## src/rtl/acl_mmio_bridge.sv

```systemverilog
// Memory-mapped bridge between a soft CPU data port, its RAM and an accelerometer
// sample FIFO with a programmable sample period and an LED register.
module acl_mmio_bridge #(
  parameter int          DEPTH          = 8,
  parameter logic [15:0] DEFAULT_PERIOD = 16'd40000
) (
  input  logic        clock,
  input  logic        reset,
  input  logic        cpu_wren,
  input  logic [11:0] cpu_addr,
  input  logic [31:0] cpu_wdata,
  output logic [31:0] cpu_rdata,
  output logic        ram_wren,
  output logic [11:0] ram_addr,
  output logic [31:0] ram_wdata,
  input  logic [31:0] ram_rdata,
  input  logic [14:0] acl_data,
  output logic [14:0] led
);

  localparam int AW = $clog2(DEPTH);
  localparam int CW = AW + 1;
  localparam logic [CW-1:0] FULL_CNT = CW'(DEPTH);

  logic [14:0]   r_mem [DEPTH];
  logic [AW-1:0] r_rd_ptr;
  logic [AW-1:0] r_wr_ptr;
  logic [CW-1:0] r_count;
  logic          r_overflow;
  logic [15:0]   r_period;
  logic [15:0]   r_samp_cnt;
  logic [14:0]   r_led;
  logic [31:0]   r_mmio_rdata;
  logic          r_sel_mmio;
  logic          r_rd_en;

  logic          w_in_win;
  logic          w_wr_status;
  logic          w_wr_period;
  logic          w_wr_led;
  logic          w_wr_pop;
  logic          w_empty;
  logic          w_full;
  logic          w_sample;
  logic          w_pop;
  logic          w_push;
  logic          w_ovf_set;
  logic [CW-1:0] w_count_nxt;
  logic [15:0]   w_period_new;
  logic [14:0]   w_head;
  logic [4:0]    w_count5;
  logic [31:0]   w_mmio_rdata;

  assign ram_addr  = cpu_addr;
  assign ram_wdata = cpu_wdata;
  assign ram_wren  = cpu_wren & ~w_in_win;
  assign led       = r_led;
  assign cpu_rdata = r_rd_en ? (r_sel_mmio ? r_mmio_rdata : ram_rdata) : 32'h0000_0000;

  // Window decode and register write strobes
  always_comb begin
    w_in_win    = (cpu_addr[11:4] == 8'hF0);
    w_wr_status = 1'b0;
    w_wr_period = 1'b0;
    w_wr_led    = 1'b0;
    w_wr_pop    = 1'b0;
    if (cpu_wren && w_in_win) begin
      case (cpu_addr[3:0])
        4'h0:    w_wr_status = 1'b1;
        4'h2:    w_wr_period = 1'b1;
        4'h3:    w_wr_led    = 1'b1;
        4'h4:    w_wr_pop    = 1'b1;
        default: w_wr_status = 1'b0;
      endcase
    end else begin
      w_wr_status = 1'b0;
    end
  end

  // FIFO push/pop arbitration; a pop frees the slot a same-edge push needs
  always_comb begin
    w_empty   = (r_count == {CW{1'b0}});
    w_full    = (r_count == FULL_CNT);
    w_sample  = (r_samp_cnt >= (r_period - 16'd1));
    w_pop     = w_wr_pop && !w_empty;
    w_push    = w_sample && (!w_full || w_pop);
    w_ovf_set = w_sample && w_full && !w_pop;
    case ({w_push, w_pop})
      2'b10:   w_count_nxt = r_count + CW'(1);
      2'b01:   w_count_nxt = r_count - CW'(1);
      default: w_count_nxt = r_count;
    endcase
    if (cpu_wdata[15:0] < 16'd2) begin
      w_period_new = 16'd2;
    end else begin
      w_period_new = cpu_wdata[15:0];
    end
  end

  // Read data for the window registers
  always_comb begin
    w_count5 = 5'(r_count);
    if (w_empty) begin
      w_head = 15'd0;
    end else begin
      w_head = r_mem[r_rd_ptr];
    end
    case (cpu_addr[3:0])
      4'h0:    w_mmio_rdata = {22'd0, w_count5, 3'd0, r_overflow, w_empty};
      4'h1:    w_mmio_rdata = {17'd0, w_head};
      4'h2:    w_mmio_rdata = {16'd0, r_period};
      4'h3:    w_mmio_rdata = {17'd0, r_led};
      default: w_mmio_rdata = 32'd0;
    endcase
  end

  // Sample period and free-running sample counter
  always_ff @(posedge clock or negedge reset) begin
    if (!reset) begin
      r_period   <= DEFAULT_PERIOD;
      r_samp_cnt <= 16'd0;
    end else if (w_wr_period) begin
      r_period   <= w_period_new;
      r_samp_cnt <= 16'd0;
    end else if (w_sample) begin
      r_samp_cnt <= 16'd0;
    end else begin
      r_samp_cnt <= r_samp_cnt + 16'd1;
    end
  end

  // FIFO pointers and occupancy
  always_ff @(posedge clock or negedge reset) begin
    if (!reset) begin
      r_rd_ptr <= {AW{1'b0}};
      r_wr_ptr <= {AW{1'b0}};
      r_count  <= {CW{1'b0}};
    end else begin
      if (w_pop) begin
        r_rd_ptr <= r_rd_ptr + AW'(1);
      end
      if (w_push) begin
        r_wr_ptr <= r_wr_ptr + AW'(1);
      end
      r_count <= w_count_nxt;
    end
  end

  // FIFO storage
  always_ff @(posedge clock or negedge reset) begin
    if (!reset) begin
      for (int i = 0; i < DEPTH; i++) begin
        r_mem[i] <= 15'd0;
      end
    end else if (w_push) begin
      r_mem[r_wr_ptr] <= acl_data;
    end
  end

  // Sticky overflow; a same-edge set beats the clear
  always_ff @(posedge clock or negedge reset) begin
    if (!reset) begin
      r_overflow <= 1'b0;
    end else if (w_ovf_set) begin
      r_overflow <= 1'b1;
    end else if (w_wr_status && cpu_wdata[1]) begin
      r_overflow <= 1'b0;
    end
  end

  // LED register
  always_ff @(posedge clock or negedge reset) begin
    if (!reset) begin
      r_led <= 15'd0;
    end else if (w_wr_led) begin
      r_led <= cpu_wdata[14:0];
    end
  end

  // Read path registered at the address edge so it lines up with the RAM's latency
  always_ff @(posedge clock or negedge reset) begin
    if (!reset) begin
      r_mmio_rdata <= 32'd0;
      r_sel_mmio   <= 1'b0;
      r_rd_en      <= 1'b0;
    end else begin
      r_mmio_rdata <= w_in_win ? w_mmio_rdata : 32'd0;
      r_sel_mmio   <= w_in_win;
      r_rd_en      <= 1'b1;
    end
  end

endmodule

```

## config.mk

```make
export PLATFORM = sky130hd
export DESIGN_NAME = acl_mmio_bridge
export DESIGN_NICKNAME = d
export VERILOG_FILES = /design/src/rtl/acl_mmio_bridge.sv
export SDC_FILE = /design/constraint.sdc
export NUM_CORES = 1
export LEC_CHECK = 0
export CAP_MARGIN = 20
export CORE_MARGIN = 2
export CORE_UTILIZATION = 58
export CTS_CLUSTER_DIAMETER = 120
export DETAILED_ROUTE_END_ITERATION = 8
export PLACE_DENSITY_LB_ADDON = 0.15
export SLEW_MARGIN = 40
export SYNTH_ARGS = -nofsm -noshare
export SYNTH_HDL_FRONTEND = slang
export SYNTH_SLANG_ARGS = --single-unit
```

## constraint.sdc

```tcl
create_clock -name clock -period 12.3 [get_ports clock]
set_input_delay 1.23 -clock clock [delete_from_list [all_inputs] [get_ports clock]]
set_output_delay 1.23 -clock clock [all_outputs]
set_load 0.05 [all_outputs]
```

Yosys cells after proc, flatten, opt, wreduce, memory -nomap -nowiden. Index checks and enable logic that the tools add are counted.

Add/subtract/negate cells: 6. Order comparisons: 5. Eq/ne operators: 8. Mux-type cells: 25. Bitwise operators: 4. Reduce and logical (&&, ||, !) cells: 15.

Operators with widths (number): 120-bit bitwise mux (1); 32-bit 2-to-1 mux (3); 16-bit one-hot mux with 4 select lines (1); 15-bit 2-to-1 mux (4); 16-bit 2-to-1 mux (3); 15-bit binary-select mux with 3-bit select (1); 15-bit demux with 3-bit select (1); 16-bit by 1-bit adder with 16-bit output (second input constant) (1); 16-bit greater-or-equal comparator (1); 16-bit by 2-bit < comparator with 1-bit output (second input constant) (1); 16-bit by 1-bit subtractor with 16-bit output (second input constant) (1); 1-bit 2-to-1 mux (10); 4-bit by 2-bit equality test with 1-bit output (second input constant) (2); 8-bit equality test (second input constant) (1); 4-bit greater-or-equal comparator (second input constant) (2); 4-bit logical NOT (2); 3-bit inverter with 4-bit output (2); 4-bit one-hot mux with 2 select lines (1); 1-bit logical AND (7); 3-bit by 1-bit adder with 3-bit output (second input constant) (2); 4-bit by 1-bit adder with 4-bit output (second input constant) (1); 4-bit by 1-bit equality test with 1-bit output (second input constant) (1); 4-bit by 3-bit equality test with 1-bit output (second input constant) (1); 4-bit equality test (second input constant) (1); other kinds (9) (12).

Flip-flop bits (word level): 212. Input port bits: 94. Output and inout bits: 92.

Depth between registers and ports, before layout. Gate-level depths: netlist of the first run.

Depth after elaboration: 8. Gate-level depth with buffers: 19. Mapped depth without buffers: 18.

Worst setup path before layout of the first run. Ideal clock, no wire load.

Kind: register to register. Start: reg r_period[5]. End: reg r_count[2]. Setup time: 127 ps. Arrival time: 4218 ps. Path slack: 7955 ps. Stages on the path, launching flop included: 20. Buffers on the path: 1. Cells stage by stage: dfrtp_1 -> or4_1 -> nor4_1 -> nand2_1 -> nor4_1 -> xnor2_1 -> ha_1 -> and4_1 -> o211ai_1 -> or4_4 -> nand3_2 -> buf_12 -> nand2_1 -> ha_1 -> xor2_1 -> ha_1 -> a21oi_1 -> xor2_1 -> nor2_1 -> xor2_1.

Longest elaborated chain between the ends: 5.

RTL lines: start: declaration (RTL line 30) `logic [15:0] r_period;`; start signal: assignment (RTL line 123) `r_period <= w_period_new;`; 16-bit by 1-bit subtractor with 16-bit output * (RTL line 84) `w_sample = (r_samp_cnt >= (r_period - 16'd1));`; 16-bit greater-or-equal comparator * (RTL line 84); 1-bit logical AND * (RTL line 86) `w_push = w_sample && (!w_full || w_pop);`; 2-bit by 1-bit equality test with 1-bit output / 2-bit equality test (equally long branches) (RTL line 88) `case ({w_push, w_pop})`; 4-bit one-hot mux with 2 select lines / 2-bit nonzero test (equally long branches); end signal: assignment (RTL line 137) `r_count <= {CW{1'b0}};`; end signal: assignment (RTL line 145) `r_count <= w_count_nxt;`; end: declaration (RTL line 28) `logic [CW-1:0] r_count;`.

Mark *: on every way between the ends. The rest lies on a longest branch, timed or not. A chain may end at the register's enable or synchronous reset.

Worst setup path after layout of the first run. Same ends and word-level chain as after synthesis.

==> results.cfg, run 1 <==
[grt]
met2_usage = 0.4502
grt_remaining_overflow = 0
gr-max-usage-layer = met2
groute.usage.overall = 0.2643
grtUsageMet3 = 0.05473
grt_pass1_wl_um = 39610
grt_max_degree = 73
grt_met1_usage = 0.3492
antenna_found_initial = 0
first_global_vias = 7221

[placed_design]
io_buffers = 153
placement.setup.worst_slack_ns = 7.324
finalWeightedCongestion = 0.8605
place.detailed.hpwl_um = 17150
dpl.cell_count = 1097

[worst_hold_path]
min_from = r_mem[5]
worstHoldPathType = reg2reg
hold_end = r_mem[5]
hold-path-cell-count = 1

[worst_setup_path]
setup.worst_path.start_class = register
cp_num_buf_inv = 0
crit_chain = or4_1 -> nor4_1 -> nand2_1 -> nor4_1 -> xnor2_1 -> ha_1 -> and4_1 -> o211ai_1 -> or4_4 -> nand3_2 -> nand2_1 -> ha_1 -> xor2_1 -> ha_1 -> a21oi_1 -> xor2_1 -> nor2_1 -> xor2_1
timing.reg2reg.setup_slack_ns = 7.12
crit_fanout = 12
critical_path.endpoint_type = register
slowest_stage = sky130_fd_sc_hd__or4_1
worstReg2RegEnd = r_count[2]
slowest_delay_ns = 0.63
launch_point_of_the_worst_reg_to_reg_path = r_period[5]
crit_arrival_ns = 5.48
timing.setup.critical_path_class = reg2reg
crit_family = simple AND/OR/NAND/NOR gates
crit_required_ns = 12.61
worstRegToRegCells = 18

[synth]
synth_top_area_frac = 0.4572
yosys-top-cells-count = sky130_fd_sc_hd__dfrtp_1 (191), sky130_fd_sc_hd__mux2_2 (70), sky130_fd_sc_hd__nor2_1 (52)
synthesis.instances = 787
post_synth.cell_area_avg_um2 = 13.28
yosysWarnings = 0
yosys_register_bits = 196
asyncSetResetFlopFracSynth = 1.000
synthesis.area_um2 = 10450
cell_type_with_the_largest_total_area_after_synthesis = sky130_fd_sc_hd__dfrtp_1
top_ff_cell_synth = sky130_fd_sc_hd__dfrtp_1
ys_types = 50
synth_enable_flop_cells = 0
synth.yosys.seq_area_share = 0.4698
synth.area.top_cells = sky130_fd_sc_hd__dfrtp_1 (46%), sky130_fd_sc_hd__mux2_2 (7.5%), sky130_fd_sc_hd__mux2_4 (7.2%)
synthMostInstantiatedCell = sky130_fd_sc_hd__dfrtp_1
syn-num-nets = 904

[power_and_ir_drop]
comb_power_share = 0.155
power.density_cell_area_nw_per_um2 = 124.3
static-leakage-power_nw = 5.694
peakVddDrop_v = 0.0001053
share_clk_of_total_power = 0.372
netSwitchingFraction = 0.2672
intPower_w = 0.001131
power.sequential.fraction = 0.473
p_sw_w = 0.0004122

[layout]
diodes = 0
num-nets-final = 1004
area_growth_syn_to_layout_pct = 18.71
drive_above_1_share = 0.2367
finalCoreUtilization = 0.6956
finish.cell_count_without_fillers = 1129

[routing]
drt-pass1-iter-count = 5
wl_per_cell_um = 21.62
drc_errors = 0
ant_nets = 0
drtIter0Drc = 375
detail_route.wirelength_um = 24410
route.detailed.vias_per_inst = 5.930
num_vias = 6695

[sta]
finalMaxSlewViolations = 0
grt_setup_unrepaired = false
layout_worst_path_cycle_share = 0.4208
period_needed_ns = 5.176
finalSetupViolCount = 0
timing.slew.headroom = 0.4393
finalSetupTns_ns = 0
timing.final.hold_violations = 0
maxClockFrequency_ghz = 0.1932
skew_ns = 0.008036
tightest_slew_ns = 0.8410
final_worst_setup_slack_ns = 7.124

[floorplanning]
chipHeight_um = 138.3
area_of_the_core_um2 = 17840
initial_util = 0.5859
fp.dieArea_um2 = 19110
die-width_um = 138.3
ioPinCount = 186
floorplan.rows = 49

[clocking]
cts_resized = 0
cts_hold_repair.buffers = 0
htree_num_levels = 4
cts-root-buf = sky130_fd_sc_hd__clkbuf_16
clk_transition_reported_paths_ns = 0.07
tritoncts.num_buffers = 17
clkLatencyLatePin_ns = 0.43
cts.path.max_buffers = 2
clock-sinks = 196
post-cts-setup-buffers = 0
cts_tree = yes

[run_status]
run_status = finished clean

[flow_run]
timing.max_cap.violations = 0
area by class of cell:
cell class,count,area [µm²]
fill,1244,5431
multi-input combinational,505,4986
sequential,196,4915
timing repair buffer,159,1582
clock buffer,21,460.4
tap,229,286.5
clock inverter,11,150.1
inverter,8,30.03
cell families (layout without fill, tap and decap cells):
family,count (synthesis),after routing,share of synthesized area
flops,196,196,0.4698
compound gates,43,43,0.02753
other cells,1,1,0.0003587
fa+ha+maj,23,23,0.02753
buf+inv,86,199,0.05446
mux,227,227,0.2893
xor+xnor,37,37,0.03100
simple gates,174,174,0.1001
how the worst max path moves through the flow:
stage | startpoint | to | slack (ns) | cells past startpoint
2_1_floorplan | r_period[5] | r_count[2] | 7.95 | 19
3_3_place_gp | r_period[5] | r_count[2] | 7.53 | 18
3_5_place_dp | r_period[5] | r_count[2] | 7.32 | 18
4_1_cts | r_period[5] | r_count[2] | 7.17 | 18
5_1_grt | r_period[5] | r_count[2] | 6.90 | 18
6_report | r_period[5] | r_count[2] | 7.12 | 18
state kept, by name (all words and copies together) (netlist names):
register / flops
r_rd_en: 1
led: 15
r_sel_mmio: 1
r_count: 4
r_period: 16
r_overflow: 1
r_rd_ptr: 3
r_mem: 120
r_mmio_rdata: 16
r_samp_cnt: 16
r_wr_ptr: 3
metrics by stage:
stage	instance area, µm²	hold slack, ns	power [W]
finish	12410	0.4887	0.001543
global route	12410	0.5063	0.001604
CTS	12410	0.4910	0.001549
detailed placement	11800	0.4763	0.0009787
global placement	11790	0.4685	0.0009663
floorplan	10450	0.4587	0.0009012
per-layer routing:
metal,up-vias,share of wire
met1,3444,0.43
met5,-,0
met2,230,0.50
met4,0,0.017
met3,31,0.054
li1,2990,-
layout by cell type (no fill, tap or decap), types with 3 or more instances in the layout:
cell type                           n
sky130_fd_sc_hd__xnor2_1           22
sky130_fd_sc_hd__a21oi_1           15
sky130_fd_sc_hd__buf_4              5
sky130_fd_sc_hd__nand2b_1           3
sky130_fd_sc_hd__bufinv_16          3
sky130_fd_sc_hd__nor3_1             7
sky130_fd_sc_hd__mux2_4            50
sky130_fd_sc_hd__and3_1             5
sky130_fd_sc_hd__dfstp_2            5
sky130_fd_sc_hd__dfrtp_2            3
sky130_fd_sc_hd__nor2b_1           19
sky130_fd_sc_hd__o22a_1            16
sky130_fd_sc_hd__nand3_2            3
sky130_fd_sc_hd__and4_1             3
sky130_fd_sc_hd__mux4_2            30
sky130_fd_sc_hd__clkbuf_16         17
sky130_fd_sc_hd__mux2_1            31
sky130_fd_sc_hd__nand4_4            3
sky130_fd_sc_hd__nand3_1           11
sky130_fd_sc_hd__inv_1              7
sky130_fd_sc_hd__xor2_1            15
sky130_fd_sc_hd__clkinv_4           3
sky130_fd_sc_hd__nand3b_1           3
sky130_fd_sc_hd__and2_1            16
sky130_fd_sc_hd__nand2_1           20
sky130_fd_sc_hd__ha_1              23
sky130_fd_sc_hd__dfrtp_1          188
sky130_fd_sc_hd__o21ai_0            8
sky130_fd_sc_hd__nor2_1            52
sky130_fd_sc_hd__mux2_2            70
sky130_fd_sc_hd__nor4_1             9
sky130_fd_sc_hd__mux2i_1           46
sky130_fd_sc_hd__nand4_1            4
sky130_fd_sc_hd__clkdlybuf4s50_1  152
power groups by stage:
stage	sequential, W	clock (W)	combinational (W)
final	0.000730	0.000574	0.000239
after floorplan	0.000723	0	0.000179
after CTS	0.000728	0.000580	0.000241
after global placement	0.000735	0	0.000231
after global routing	0.000735	0.000607	0.000262
after detailed placement	0.000740	0	0.000239
Power figures use the tool's default switching activity.
==> run 2, diff against run 1 <==
--- a/config.mk
+++ b/config.mk
@@ -7,7 +7,7 @@
 export LEC_CHECK = 0
 export CAP_MARGIN = 20
 export CORE_MARGIN = 2
-export CORE_UTILIZATION = 58
+export CORE_UTILIZATION = 53
 export CTS_CLUSTER_DIAMETER = 120
 export DETAILED_ROUTE_END_ITERATION = 8
 export PLACE_DENSITY_LB_ADDON = 0.15
==> constraint.sdc (replaced) <==
create_clock -name clock -period 5.26 [get_ports clock]
set_input_delay 0.526 -clock clock [delete_from_list [all_inputs] [get_ports clock]]
set_output_delay 0.526 -clock clock [all_outputs]
set_load 0.05 [all_outputs]
==> run 2 against run 1 <==
  * First-iteration DRC count is 21% lower
  * Critical path depth stayed put
  * Fmax is 7.6% higher
  * Clock skew is 0.0013 ns higher
  * Final cell count is 3.7% higher
  * Global-route usage is 0.89 points lower
  * Sequential share of layout area is 0.41 points lower
  * Critical endpoint unchanged
  * Highest routed layer unchanged
==> results.cfg, run 2 (synthesis results as in run 1) <==
[run_status]
run_status = finished clean

[layout]
layout.cells.most_common = sky130_fd_sc_hd__dfrtp_1
largest_register_ff_count = 120
mostFrequentLayoutCells = sky130_fd_sc_hd__dfrtp_1 (189), sky130_fd_sc_hd__clkdlybuf4s50_1 (152), sky130_fd_sc_hd__mux2_2 (70)
drive_above_1_share = 0.2417
num-nets-final = 1010
post-route-cell-area_um2 = 12530
diodes = 0
max_flop_register = r_mem
area_growth_syn_to_layout_pct = 19.90
finish.cell_count_without_fillers = 1171

[power_and_ir_drop]
static-leakage-power_nw = 5.740
peakVddDrop_v = 0.0002657
share_clk_of_total_power = 0.379
intPower_w = 0.002648
comb_power_share = 0.155
p_sw_w = 0.001020
power.density_cell_area_nw_per_um2 = 292.6
total_power_w = 0.003668
power.sequential.fraction = 0.465
netSwitchingFraction = 0.2781

[grt]
antenna_found_initial = 0
grt_remaining_overflow = 0
groute.usage.overall = 0.2554
first_global_vias = 6924
grt_pass1_wl_um = 39390
grt_max_degree = 106

[floorplanning]
die-width_um = 144.4
initial_util = 0.5389
area_of_the_core_um2 = 19400
fp.dieArea_um2 = 20860
ioPinCount = 186
chipHeight_um = 144.4
floorplan.rows = 51

[placed_design]
placement.cell_area_um2 = 11870
finalWeightedCongestion = 0.9004
dpl.cell_count = 1137
io_buffers = 153
place.detailed.hpwl_um = 18250

[worst_setup_path]
timing.critical_path.from = r_period[5]
setup.worst_path.start_class = register
worstReg2RegEnd = r_count[2]
crit_fanout = 7
critical_path.endpoint_type = register
crit_required_ns = 5.58
crit_arrival_ns = 5.13
timing.setup.critical_path_class = reg2reg
worstRegToRegCells = 18
launch_point_of_the_worst_reg_to_reg_path = r_period[5]
worst_setup_path_endpoint = r_count[2]
timing.reg2reg.setup_slack_ns = 0.45

[clocking]
clock-sinks = 196
cts_tree = yes
post-cts-setup-buffers = 0
cts-root-buf = sky130_fd_sc_hd__clkbuf_16
clkLatencyLatePin_ns = 0.44
htree_num_levels = 4
clk_transition_reported_paths_ns = 0.07
cts.path.max_buffers = 2
cts_resized = 0
tritoncts.num_buffers = 17
cts_hold_repair.buffers = 0

[sta]
maxClockFrequency_ghz = 0.2079
finalMaxSlewViolations = 0
finalSetupViolCount = 0
timing.slew.headroom = 0.5186
period_needed_ns = 4.810
grt_setup_unrepaired = false
layout_worst_path_cycle_share = 0.9144
skew_ns = 0.009383
finalSetupTns_ns = 0
timing.final.hold_violations = 0
tightest_slew_ns = 0.7204

[routing]
num_vias = 6657
drt-pass1-iter-count = 6
route.detailed.vias_per_inst = 5.685
wl_per_cell_um = 21.92
drtIter0Drc = 296
drc_errors = 0
detail_route.wirelength_um = 25670
ant_nets = 0

[flow_run]
timing.max_cap.violations = 0

[worst_hold_path]
worstHoldPathType = reg2reg
## run 2: cell types whose count changed in the layout (fill, tap and decap cells not counted), moves of 2 or more
cell                       before  now
sky130_fd_sc_hd__clkbuf_1       2    0
sky130_fd_sc_hd__inv_6          1    5
sky130_fd_sc_hd__buf_6          2    0
sky130_fd_sc_hd__buf_4          5   10
## run 2: layout make-up
type | count | area (µm²)
Fill cell | 1487 | 6864
Multi-Input combinational cell | 505 | 4980
Sequential cell | 196 | 4913
Timing Repair Buffer | 165 | 1649
Clock buffer | 18 | 439.2
Tap cell | 265 | 331.6
Clock inverter | 14 | 191.4
Inverter | 8 | 30.03
## run 2: stage by stage
step	utilization	setup slack, ns	hold slack, ns
floorplan	-	0.9150	0.2304
global placement	0.6116	0.7229	0.4679
detailed placement	0.6116	0.5207	0.4802
CTS	0.6442	0.4853	0.2017
global route	0.6462	0.05172	0.5120
finish	0.6462	0.4501	0.4931
## run 2: critical path: stages (launching register included)
cell and delay [ns]:
sky130_fd_sc_hd__dfrtp_1 0.42, sky130_fd_sc_hd__or4_1 0.62, sky130_fd_sc_hd__nor4_1 0.33, sky130_fd_sc_hd__nand2_1 0.16
sky130_fd_sc_hd__nor3_1 0.24, sky130_fd_sc_hd__xnor2_1 0.12, sky130_fd_sc_hd__ha_1 0.33, sky130_fd_sc_hd__and4_1 0.24
sky130_fd_sc_hd__o211ai_1 0.09, sky130_fd_sc_hd__or4_4 0.52, sky130_fd_sc_hd__nand3_2 0.23, sky130_fd_sc_hd__nand2_1 0.17
sky130_fd_sc_hd__ha_1 0.30, sky130_fd_sc_hd__xor2_1 0.17, sky130_fd_sc_hd__ha_1 0.19, sky130_fd_sc_hd__a21oi_1 0.18
sky130_fd_sc_hd__xor2_1 0.17, sky130_fd_sc_hd__nor2_1 0.07, sky130_fd_sc_hd__xor2_1 0.14
## run 2: worst min path at each step
stage / start / endpoint / slack [ns] / cells past startpoint
detailed placement: r_mem[35] / r_mem[35] / 0.48 / 1
CTS: reset / r_samp_cnt[1] / 0.20 / 1
floorplan: reset / led[0] / 0.23 / 0
global route: r_mem[50] / r_mem[50] / 0.51 / 1
global placement: r_mem[12] / r_mem[12] / 0.47 / 1
finish: r_mem[54] / r_mem[54] / 0.49 / 1
## run 2: power groups by stage
stage | Sequential, W | Clock [W] | Combinational [W]
floorplan | 0.00169 | 0 | 0.000417
finish | 0.00171 | 0.00139 | 0.000570
global route | 0.00172 | 0.00148 | 0.000624
detailed placement | 0.00173 | 0 | 0.000570
global placement | 0.00172 | 0 | 0.000551
CTS | 0.00170 | 0.00141 | 0.000572
## run 2: routing by layer
metal / vias to the layer above / GRT usage / routed length [µm]
met3: 28 / 0.05993 / 1471
met1: 3420 / 0.3294 / 10950
met4: 0 / 0.06796 / 431
met5: - / 0 / 0
met2: 206 / 0.4363 / 12820
li1: 3003 / - / -
